==> src/rtl/mem_io_handshake_pkg.sv <==
// Shared types and defaults for the memory-stage I/O handshake controller.
// The optional timeout is enabled by defining MEM_IO_TIMEOUT_EN.
package mem_io_handshake_pkg;

    typedef enum logic [1:0] {
        IDLE     = 2'd0,
        WAIT_IN  = 2'd1,
        WAIT_OUT = 2'd2,
        DONE     = 2'd3
    } io_state_t;

    localparam int DATA_WIDTH_DEF     = 16;
    localparam int TIMEOUT_CYCLES_DEF = 64;

    function automatic int tmo_ctr_w(input int cycles);
        return (cycles > 2) ? $clog2(cycles) : 1;
    endfunction

    localparam int TMO_CTR_W = tmo_ctr_w(TIMEOUT_CYCLES_DEF);

endpackage

==> src/rtl/mem_io_handshake_timeout_ctr.sv <==
// Wait-state timeout counter: load clears, en counts, tc flags TIMEOUT_CYCLES-1.
// Only instantiated when MEM_IO_TIMEOUT_EN is defined.
module mem_io_timeout_ctr
    import mem_io_handshake_pkg::*;
#(
    parameter int TIMEOUT_CYCLES = TIMEOUT_CYCLES_DEF
) (
    input  logic clk,
    input  logic reset,
    input  logic load,
    input  logic en,
    output logic tc
);
    localparam int W = tmo_ctr_w(TIMEOUT_CYCLES);

    logic [W-1:0] cnt;

    always_ff @(posedge clk or negedge reset) begin
        if (!reset)    cnt <= '0;
        else if (load) cnt <= '0;
        else if (en)   cnt <= cnt + 1'b1;
    end

    assign tc = (cnt == W'(TIMEOUT_CYCLES - 1));

endmodule

==> src/rtl/mem_io_handshake.sv <==
// Memory-stage IN/OUT controller: turns pipeline strobes into a valid/ready port
// handshake and stalls until done. Define MEM_IO_TIMEOUT_EN for bounded waits.
module mem_io_handshake
    import mem_io_handshake_pkg::*;
#(
    parameter int DATA_WIDTH     = DATA_WIDTH_DEF,
    parameter int TIMEOUT_CYCLES = TIMEOUT_CYCLES_DEF
) (
    input  logic                  clk,
    input  logic                  reset,
    input  logic                  io_en,
    input  logic                  io_rd,
    input  logic                  io_wr,
    input  logic [DATA_WIDTH-1:0] result,
    input  logic [DATA_WIDTH-1:0] port_in,
    input  logic                  port_in_valid,
    input  logic                  port_out_ready,
    output logic [DATA_WIDTH-1:0] port_out,
    output logic                  port_out_valid,
    output logic                  port_in_ack,
    output logic [DATA_WIDTH-1:0] in_data,
    output logic                  in_data_valid,
    output logic                  stall,
    output logic                  io_err
);
    io_state_t state, state_nxt;
    logic req, rd_req, wr_req, illegal, in_hs, out_hs, waiting, tmo;

    assign req     = io_en & (io_rd | io_wr);
    assign rd_req  = io_en & io_rd;
    assign wr_req  = io_en & io_wr & ~io_rd;
    assign illegal = io_en & io_rd & io_wr;
    assign in_hs   = (state == WAIT_IN) & port_in_valid;
    assign out_hs  = (state == WAIT_OUT) & port_out_ready;
    assign waiting = (state == WAIT_IN) | (state == WAIT_OUT);

`ifdef MEM_IO_TIMEOUT_EN
    logic tc;

    mem_io_timeout_ctr #(.TIMEOUT_CYCLES(TIMEOUT_CYCLES)) u_tmo (
        .clk   (clk),
        .reset (reset),
        .load  (state == IDLE),
        .en    (waiting),
        .tc    (tc)
    );

    assign tmo = tc & waiting;
`else
    assign tmo = 1'b0;
`endif

    assign stall = ((state == IDLE) & req) | waiting;

    always_comb begin
        state_nxt = state;
        unique case (state)
            IDLE: begin
                if (rd_req)      state_nxt = WAIT_IN;
                else if (wr_req) state_nxt = WAIT_OUT;
            end
            WAIT_IN:  if (in_hs | tmo)  state_nxt = DONE;
            WAIT_OUT: if (out_hs | tmo) state_nxt = DONE;
            DONE:     state_nxt = IDLE;
            default:  state_nxt = IDLE;
        endcase
    end

    always_ff @(posedge clk or negedge reset) begin
        if (!reset) begin
            state          <= IDLE;
            port_out       <= '0;
            port_out_valid <= 1'b0;
            port_in_ack    <= 1'b0;
            in_data        <= '0;
            in_data_valid  <= 1'b0;
            io_err         <= 1'b0;
        end else begin
            state         <= state_nxt;
            port_in_ack   <= 1'b0;
            in_data_valid <= 1'b0;
            unique case (state)
                IDLE: begin
                    if (illegal) io_err <= 1'b1;
                    if (wr_req) begin
                        port_out       <= result;
                        port_out_valid <= 1'b1;
                    end
                end
                WAIT_IN: begin
                    // A real handshake beats a coincident timeout.
                    if (in_hs) begin
                        in_data       <= port_in;
                        in_data_valid <= 1'b1;
                        port_in_ack   <= 1'b1;
                    end else if (tmo) begin
                        in_data       <= '0;
                        in_data_valid <= 1'b1;
                        io_err        <= 1'b1;
                    end
                end
                WAIT_OUT: begin
                    if (out_hs | tmo) port_out_valid <= 1'b0;
                    if (!out_hs && tmo) io_err <= 1'b1;
                end
                default: ;
            endcase
        end
    end

endmodule

==> config.mk <==
export PLATFORM = sky130hd
export DESIGN_NAME = mem_io_handshake
export DESIGN_NICKNAME = d
export VERILOG_FILES = /design/src/rtl/mem_io_handshake_pkg.sv /design/src/rtl/mem_io_handshake_timeout_ctr.sv /design/src/rtl/mem_io_handshake.sv
export SDC_FILE = /design/constraint.sdc
export NUM_CORES = 1
export LEC_CHECK = 0
export ABC_AREA = 0
export ABC_CLOCK_PERIOD_IN_PS = 1500
export CORE_MARGIN = 3
export CORE_UTILIZATION = 35
export CTS_CLUSTER_DIAMETER = 50
export CTS_CLUSTER_SIZE = 20
export DETAILED_ROUTE_END_ITERATION = 16
export GPL_TIMING_DRIVEN = 0
export PLACE_DENSITY = 0.75
export SYNTH_ARGS = -nofsm -noshare
export SYNTH_HDL_FRONTEND = slang
export SYNTH_SLANG_ARGS = --single-unit
==> constraint.sdc <==
create_clock -name clk -period 1.5 [get_ports clk]
set_input_delay 0.225 -clock clk [delete_from_list [all_inputs] [get_ports clk]]
set_output_delay 0.225 -clock clk [all_outputs]
set_load 0.005 [all_outputs]
* Yosys cells after proc, flatten, opt, wreduce, memory -nomap -nowiden *
Cells that the tools add are included.

storage, ports and cells
  flip-flop bits (word level) = 37
  output and inout bits = 37
  input port bits = 39

cells by class
  equality and inequality tests = 7
  bitwise logic cells = 12
  reduce and logical (&&, ||, !) cells = 7
  mux-type cells = 10

operators with widths
  cell                count
  $and 1x1->1         8
  $mux 2              4
  $pmux 2 s4          1
  $ne 2x2->1 const B  3
  $reduce_and 2->1    3
  $reduce_and 3->1    2
  $eq 2x2->1 const B  2
  $mux 1              4
  $ne 3x3->1 const B  1
  $or 1x1->1          3
  $eq 2x1->1 const B  1
  $logic_not 2->1     1
  $pmux 1 s2          1
  $reduce_bool 2->1   1
  $not 1->1           1

* Longest topological paths before layout *
Gate-level depths: netlist of the first run.

  depth in word-level cells = 5
  depth in mapped cells = 7
  depth with buffers taken out = 5

* Worst setup path before layout of the first run *
Ideal clock, no wire load.

  kind = register to register
  start = register state[0]
  end = register state[0]
  clock period less this slack = 1.631 ns
  arrival = 1.506 ns
  setup time = 0.125 ns
  path slack = -0.131 ns
  stages on the path, launching flop included = 6
  required time = 1.375 ns
  cell sequence = dfrtp_1 -> inv_1 -> ha_1 -> buf_4 -> a222oi_1 -> mux2_2

between the ends
  longest elaborated chain between the ends = 4

ends and longest elaborated chain
  what                                             line                                                                    source
  start, declared                                  mem_io_handshake.sv:26                                                  io_state_t state, state_nxt;
  start signal, assigned                           mem_io_handshake.sv:79                                                  state <= state_nxt;
  $eq 2x2->1 / $eq 2x1->1 (equally long branches)  mem_io_handshake.sv:34, mem_io_handshake.sv:57, mem_io_handshake.sv:33
  $and 1x1->1, on equally long branches            mem_io_handshake.sv:34, mem_io_handshake.sv:33
  $ne 2x2->1 (no line)                             --
  $reduce_and 3->1 (no line)                       --

Several ways; a longest one is shown, not always the timed one.
A chain may end at the register's enable or synchronous reset.

* Worst setup path in the final report of the first run *
  start = register state[1]
  end = register state[0]

The elaborated chain is that of the path after synthesis.

==> results.txt, run 1 <==
- DIE AREA: 5070 µm²
* Vias per cell: between 4 and 5
- Maximum clock frequency: approximately 660 MHz
* Total nets after synthesis: between 100 and 150
- The floorplan step set the die height to 71.2 µm.
- The first global-routing pass estimated around 6 mm of wire.
- Launching element type of the critical path: flip-flop
- The count of final hold-check violations was 0.
- For this design the static power due to leakage is between 1 and 1.5 nW.
- The cell count after synthesis came out at 98.
- Counting flops and latches in the post-synthesis netlist gives 37.
* Vias: ~1100
- After clock tree synthesis, the clock-pin slew on the worst setup and hold paths is ~0.070 ns.
* Count of max-cap constraint violations: 0
- Of the total synthesized cell area, the portion taken by XOR and XNOR cells is 0%.
- Multiplexer share of the synthesized area: ~26%
* Final worst slack: -0.0239 ns
- Wires add up to ~3.8 mm.
- In the final routed layout, each cell accounts on average for roughly 16 µm.
* Storage element area: about 900 µm²
* Count of pins over their slew limit: 0
* Clock tree from TritonCTS: done
- The filler cells instantiated in the layout total roughly 300.
* TritonCTS buffer count: 5
* Number of clock sinks seen by CTS: 37
* Antenna violations before repair: 0
- The count of nets left with antenna violations once routing finished came out at 0.
- For the worst setup path, the data required time is 1.66 ns.
- Final Setup Violations: 1
* Floorplan Core Area: approximately 4100 µm²
- The count of buffers added on input and output ports is 75.
- Worst R2R Start: state[1]
* Reg-to-reg setup timing slack: -0.02 ns
- Maximum VDD drop: 1.07 mV
- Once placement completed, the tool counted placed cells totaling 223.
- Synth Warn #: 0
- For this run, the number of standard cells in the final layout without fillers is 240.
* Die W: a little over 70 µm
- Measured against its own limit, the worst slew margin works out to about 45%.
- For the final routed database, the setup TNS stands at -0.0239 ns.
- Cells on worst reg2reg path: 5
- A synthesized cell averages around 15 µm².
* Type of the worst setup path: reg2reg
- During I/O placement, the number of pins put on the boundary was 76.
* TritonRoute pass-1 iters: 4
- Worst setup timing slack at the placement stage: -0.462 ns
- The clock reaches the later pin of the worst-skew pair after about 0.28 ns.
* Pin count of the biggest net entering global routing: 38
* Netlist cell types: 16
- Worst Path Arrival: 1.69 ns
* Violated checks: negative setup slack
- Starting density of the core: 36.7%
- Cells with a size suffix above 1 make up 33.2% of the layout.
- Synth Cell Area: ~1500 µm²
- Final layout net count: about 230
- Complex-gate fraction of the synthesized area: 4.12%
* Number of H-tree levels: 2
- Critical path peak fanout: 2
- Aggregate global-route resource usage: 15.4%
- Clock skew on the completed layout was measured at approximately 0.0075 ns.
* Adder-cell share of the synthesized area: 2.52%
* Status: finished with violations
- Proportion of register bits with asynchronous set or reset after synthesis: 100%
* DR iter-0 viols: 12
- Routability-driven placement finished with a final weighted congestion of a little over 0.7.
- In the routed design, unresolved DRC markers number 0.
* Setup repair after global routing missed its margin: yes
- Clock root buffer: sky130_fd_sc_hd__clkbuf_8
* Number of global-route vias before repair: 1296
- The critical path ends at state[0].
* Slew of the pin with the lowest slew margin: 0.827 ns
- Counting flops with a built-in enable in the synthesized netlist gives 0.
- Subtracting the final worst setup slack from the clock period gives about 1.5 ns.
- After Yosys synthesis, and, or, nand and nor cells account for ~1.9% of the synthesized area.
- Overflow left after global routing: 0
- HPWL after detailed placement: 2.55 mm
- By area, the combinational part of the netlist is dominated by multiplexers.
- From synthesis to final layout, the design area changed by 76.5%.
- CTS max path bufs: 2
- In this run the core area contains 23 standard-cell rows.
- Portion of the post-synthesis area used by sequential elements: between 60% and 70%
* Crit. End Element: flip-flop
* Diode count: 0
- Final total power: ~5.1 mW
- Reg2reg end: state[0]
* Start point of the critical path: state[1]
- Summing all multi-input logic gate instances after layout gives between 600 and 700 µm².
- Most used flip-flop cell after synthesis: sky130_fd_sc_hd__dfrtp_1
* Class of the tightest hold or removal check: in2async
- P per Cell Area: slightly below 2000 nW/µm²
* Quantity of hold-fixing buffers added after cts: 0
- Share of the clock period used by the worst path after layout: 102%
* WHS: between 0.04 and 0.05 ns
[layer usage]
layer	up-vias	share of wire (%)	global-route usage, %
li1	522	-	-
met2	53	50	25.1
met1	563	38	16.7
met5	-	0	0
met3	4	11	9.23
met4	0	0.65	5.01
[power breakdown]
group	leakage (nW)	internal (mW)	total, mW	switching [mW]
combinational	0.747	1.82	2.60	0.784
sequential	0.444	1.50	1.76	0.266
clock	0.0443	0.365	0.693	0.328
total	1.24	3.68	5.06	1.38
[final cells by class]
class                      instances  area share [%]
sequential                        37            35.3
clock buffer                       7            3.29
multi-input combinational         50            23.6
tap                               50            2.38
timing repair buffer              86            33.0
inverter                           7            1.00
buffer                             3            1.48
[sequential cells by signal, indices dropped and copies added, names as in the netlist]
| signal | flops |
|---|---|
| port_out | 16 |
| io_err | 1 |
| in_data | 16 |
| port_out_valid | 1 |
| in_data_valid | 1 |
| state | 2 |
[worst min path at each step]
stage / cells past startpoint / start / to / slack, ns
after floorplan: 0 / reset / in_data[0] / -0.07
after global placement: 1 / io_err / io_err / 0.45
after detailed placement: 1 / reset / in_data[11] / 0.37
after CTS: 1 / reset / in_data[4] / 0.06
after global routing: 1 / reset / io_err / 0.09
final: 1 / reset / in_data[12] / 0.04
[critical path, stage by stage, from the launching register on]
cell                       delay (ns)
sky130_fd_sc_hd__dfrtp_1         0.38
sky130_fd_sc_hd__inv_2           0.07
sky130_fd_sc_hd__buf_6           0.12
sky130_fd_sc_hd__ha_4            0.16
sky130_fd_sc_hd__a222oi_1        0.30
sky130_fd_sc_hd__mux2_2          0.38
[per-stage QoR]
stage	area, µm²	util [%]
after floorplan	1500	-
final	2630	64.7
after global placement	2320	57.1
after global routing	2630	64.7
after detailed placement	2310	57.0
after CTS	2500	61.5
[Yosys cell counts, types with 2 or more instances]
cell                      instances  area [µm²]
sky130_fd_sc_hd__nand2_1          2        7.51
sky130_fd_sc_hd__dfrtp_1         37         926
sky130_fd_sc_hd__buf_4            3        22.5
sky130_fd_sc_hd__mux2_2          33         372
sky130_fd_sc_hd__o21ai_0          4        20.0
sky130_fd_sc_hd__ha_1             3        37.5
sky130_fd_sc_hd__inv_1            7        26.3
[cells by family after synthesis]
logic type / Yosys count
buffers and inverters: 11
DFF: 37
AOI/OAI and AO/OA: 9
and+or+nand+nor: 4
muxes: 34
adders and majority gates: 3
[placed cells by master (no fill, tap or decap), drive strengths merged, types with 2 or more instances in the layout]
cell	netlist	layout
dfrtp	37	37
buf	4	16
clkbuf	0	7
inv	7	7
ha	3	3
clkdlybuf4s50	0	70
nand2	2	2
mux2	33	33
dlymetal6s2s	0	2
o21ai	4	4
[repair_timing]
action / 4_1_cts / 5_1_grt
pin swaps: 3 / 2
gates cloned: 1 / 0
setup endpoints to repair: 21 / 19
buffers inserted: 6 / 4
resized for setup: 14 / 24
No activity file was read; power rests on OpenSTA's default activity.
==> inputs of run 2 (changes only) <==
--- a/config.mk
+++ b/config.mk
@@ -8,12 +8,13 @@
 export ABC_AREA = 0
 export ABC_CLOCK_PERIOD_IN_PS = 1500
 export CORE_MARGIN = 3
-export CORE_UTILIZATION = 35
+export CORE_UTILIZATION = 54
 export CTS_CLUSTER_DIAMETER = 50
 export CTS_CLUSTER_SIZE = 20
 export DETAILED_ROUTE_END_ITERATION = 16
+export DONT_BUFFER_PORTS = 1
 export GPL_TIMING_DRIVEN = 0
-export PLACE_DENSITY = 0.75
+export PLACE_DENSITY = 0.72
 export SYNTH_ARGS = -nofsm -noshare
 export SYNTH_HDL_FRONTEND = slang
 export SYNTH_SLANG_ARGS = --single-unit
==> run 2 against run 1 <==
  * The run still ends with negative setup slack left
  * Sequential share of layout area is 18 points higher
  * Clock power shrank 7.9%
  * Global-route usage is 0.46 points higher
  * Fmax fell by 0.12%
  * Final area fell by 33%
  * Critical endpoint unchanged
  * Largest cell class unchanged
  * Largest power group is now sequential cells
==> results.txt, run 2 (same netlist as run 1, synthesis figures left out) <==
- Per-cell routed wire length: 17.3 µm (was 16.0 µm)
* Clock root buffer: sky130_fd_sc_hd__clkbuf_4 (was sky130_fd_sc_hd__clkbuf_8)
- Cells along the critical path: inv_2 -> ha_4 -> a222oi_1 -> mux2_2 (was inv_2 -> buf_6 -> ha_4 -> a222oi_1 -> mux2_2)
* Aggregate global-route resource usage: 15.9% (was 15.4%)
* Final total power: 3.64 mW (was 5.06 mW)
- The final routed DRC violation total was 0 (unchanged).
- Most frequent standard cell in the layout excluding fill and tap cells: sky130_fd_sc_hd__dfrtp_1 (was sky130_fd_sc_hd__clkdlybuf4s50_1)
* Crit. End Element: flip-flop (unchanged)
- Status: finished with violations (unchanged).
- The biggest cell delay along the critical path is 0.41 ns (was 0.38 ns).
* TNS Setup: -0.0258 ns (was -0.0239 ns)
- The clock-pin slew of the registers on the worst-case setup and hold paths was 0.10 ns (was 0.07 ns).
- The maximum fanout count along the critical path is 5 (was 2).
- Count of max-cap constraint violations: 0 (unchanged)
- The length of the first detailed-routing pass in iterations came to 4 (unchanged).
* Count of boundary I/O pins: 76 (unchanged)
* Worst R2R Start: state[1] (unchanged)
* Clock Power Share: 17.5% (was 13.7%)
* DR iter-0 viols: 26 (was 12)
- Fraction of power spent switching nets: 29.6% (was 27.3%)
- Slew of the pin with the lowest slew margin: 0.389 ns (was 0.827 ns)
- Final period demand of the worst path: 1.53 ns (was 1.52 ns)
* Share of the clock period used by the worst path after layout: 102% (about the same)
- Antenna violations before repair: 0 (unchanged)
- Vertical die dimension: 58.5 µm (was 71.2 µm)
- The full die area came to 3420 µm² (was 5070 µm²).
- Logic pwr share: 31.1% (was 51.4%)
* Final setup skew: 0.00581 ns (was 0.00747 ns)
- The count of final max-slew check failures is 0 (unchanged).
- The TritonCTS clock tree is done (unchanged).
* Net load switching power: 1.08 mW (was 1.38 mW)
- The first-pass GRT wire length is 3.90 mm (was 6.03 mm).
* Starting density of the core: 58.5% (was 36.7%)
- The path depth of the worst reg2reg path was 4 (was 5).
- The total core area came to 2540 µm² (was 4060 µm²).
* Hold Violations, Final: 0 (unchanged)
- Endpoint required time on the critical path: 1.72 ns (was 1.66 ns)
- The die width is 58.5 µm (was 71.2 µm).
- Number of H-tree levels: 2 (unchanged)
- The number of nets at the end of the flow came to 155 (was 232).
- The weighted congestion reported at the end of routability-driven placement was 0.741 (was 0.710).
- Maximum clock frequency: 655 MHz (was 656 MHz)
- Number of antenna-violating nets in the routed design: 0 (unchanged)
- Setup repair after global routing missed its margin: yes (unchanged).
* Worst setup timing slack at the placement stage: -0.194 ns (was -0.462 ns)
- The path class of the lowest-slack min-delay path was in2reg (was in2async).
- The final setup violation count came to 1 (unchanged).
- The number of global-route vias before repair is 896 (was 1296).
- The worst-path cell with the longest stage delay is sky130_fd_sc_hd__dfrtp_1 (unchanged).
- The insertion delay of the later-clocked pin in the worst-skew pair came to 0.33 ns (was 0.28 ns).
- Leading cell types in the layout, fill and taps excluded: 37 x sky130_fd_sc_hd__dfrtp_1, 33 x sky130_fd_sc_hd__mux2_2, 6 x sky130_fd_sc_hd__buf_4, 5 x sky130_fd_sc_hd__clkbuf_4 (was 70 x sky130_fd_sc_hd__clkdlybuf4s50_1, 37 x sky130_fd_sc_hd__dfrtp_1, 17 x sky130_fd_sc_hd__mux2_2, 16 x sky130_fd_sc_hd__mux2_4, 7 x sky130_fd_sc_hd__buf_4).
- Cell leakage power: 0.824 nW (was 1.24 nW)
- Overflow left after global routing: 0 (unchanged)
- The worst path setup slack after routing was -0.0258 ns (was -0.0239 ns).
* Diode count: 0 (unchanged)
* Number of clock sinks seen by CTS: 37 (unchanged)
- The setup slack on the worst flop-to-flop path is -0.03 ns (was -0.02 ns).
- The start-to-end type of the worst setup path is reg2reg (unchanged).
* TritonCTS buffer count: 5 (unchanged)
* Worst hold path depth: 1
- Violated checks: negative setup slack (unchanged)
- Reg2reg end: state[0] (unchanged)
- Part of the power in registers: 51.3% (was 34.9%)
- Proportion of layout cells with a drive suffix above 1: 53.1% (was 33.2%)
- The worst slew margin relative to its limit was 74.1% (was 44.9%).
- The internal portion of total power came to 2.56 mW (was 3.68 mW).
* Launching element type of the critical path: flip-flop (unchanged)
- The worst endpoint data arrival time was 1.75 ns (was 1.69 ns).
- Top Registers: in_data: 16 flops, port_out: 16 flops, state: 2 flops (unchanged).
- CTS max path bufs: 2 (unchanged)
- Final WL: 2.48 mm (was 3.85 mm)
- Synth-to-layout area growth: 17.4% (was 76.5%)
- Maximum VDD drop: 1.41 mV (was 1.07 mV)
- Vias per cell: 5.71 (was 4.76)
* Pin count of the biggest net entering global routing: 38 (unchanged)
* Start point of the worst min-delay path: port_in[8]
- Number of buffer cells added on primary ports: 0 (was 75)
- The site row count was 18 (was 23).
- Vias: 817 (was 1142)
* Hold Path Sink: in_data[8]
- P per Cell Area: 2080 nW/µm² (was 1930 nW/µm²)
- The half-perimeter wire length of the detailed placement result is 1.86 mm (was 2.55 mm).
## run 2: cell types whose count changed in the layout (fill, tap and decap cells not counted), moves of 2 or more
cell                              change
sky130_fd_sc_hd__mux2_2              +16
sky130_fd_sc_hd__clkbuf_4             +5
sky130_fd_sc_hd__mux2_4              -16
sky130_fd_sc_hd__clkdlybuf4s50_1     -70
sky130_fd_sc_hd__buf_12               -2
sky130_fd_sc_hd__clkbuf_8             -6
sky130_fd_sc_hd__buf_2                -3
sky130_fd_sc_hd__dlymetal6s2s_1       -2
## run 2: layout make-up
type / instances / area, µm²
Clock inverter: 2 / 35.0
Inverter: 7 / 26.3
Buffer: 3 / 33.8
Clock buffer: 5 / 37.5
Fill cell: 169 / 798
Tap cell: 30 / 37.5
Timing Repair Buffer: 9 / 98.8
Multi-Input combinational cell: 50 / 552
Sequential cell: 37 / 926
## run 2: layer usage
metal	GRT usage, %	share of wire (%)
met1	16.4	33
met2	27.1	53
met3	8.55	12
met4	5.96	1.7
met5	0	0
## run 2: power by group through the flow
stage | sequential [mW] | combinational (mW) | clock, mW
2_1_floorplan | 1.78 | 0.790 | 0
3_3_place_gp | 1.88 | 0.857 | 0
3_5_place_dp | 1.89 | 0.915 | 0
4_1_cts | 1.88 | 1.00 | 0.664
5_1_grt | 1.95 | 1.27 | 0.690
6_report | 1.87 | 1.13 | 0.638
## run 2: per-stage QoR
step / instance area (µm²) / hold slack, ns / util [%] / instances
after floorplan: 1500 / -0.0706 / - / 98
after global placement: 1540 / -0.0698 / 60.5 / 128
after detailed placement: 1540 / -0.0698 / 60.5 / 128
after CTS: 1680 / 0.0163 / 66.0 / 139
after global routing: 1750 / 0.00715 / 68.6 / 143
final: 1750 / 0.0328 / 68.6 / 143
## run 2: worst max-delay path, delay by kind of cell, from the launching register on
family	cells	cell delay, ns
muxes	1	0.38
adders and majority gates	1	0.18
AOI/OAI and AO/OA	1	0.37
buffers and inverters	1	0.08
DFF	1	0.41
## run 2: worst max path at each step
stage	to	startpoint	cells past startpoint	slack, ns
after floorplan	state[0]	state[0]	5	-0.07
after global placement	state[0]	state[0]	5	-0.14
after detailed placement	state[0]	state[0]	5	-0.19
after CTS	state[0]	state[0]	4	-0.05
after global routing	state[0]	state[1]	4	-0.10
final	state[0]	state[1]	4	-0.03
## run 2: repair_timing
action                                  4_1_cts  5_1_grt
pin swaps                                     2        2
hold buffers                                  2        0
cloned                                        0        0
hold endpoints to repair                     37        0
endpoints found under the setup margin       21       12
resized for setup                             8        6
setup buffers                                 3        4
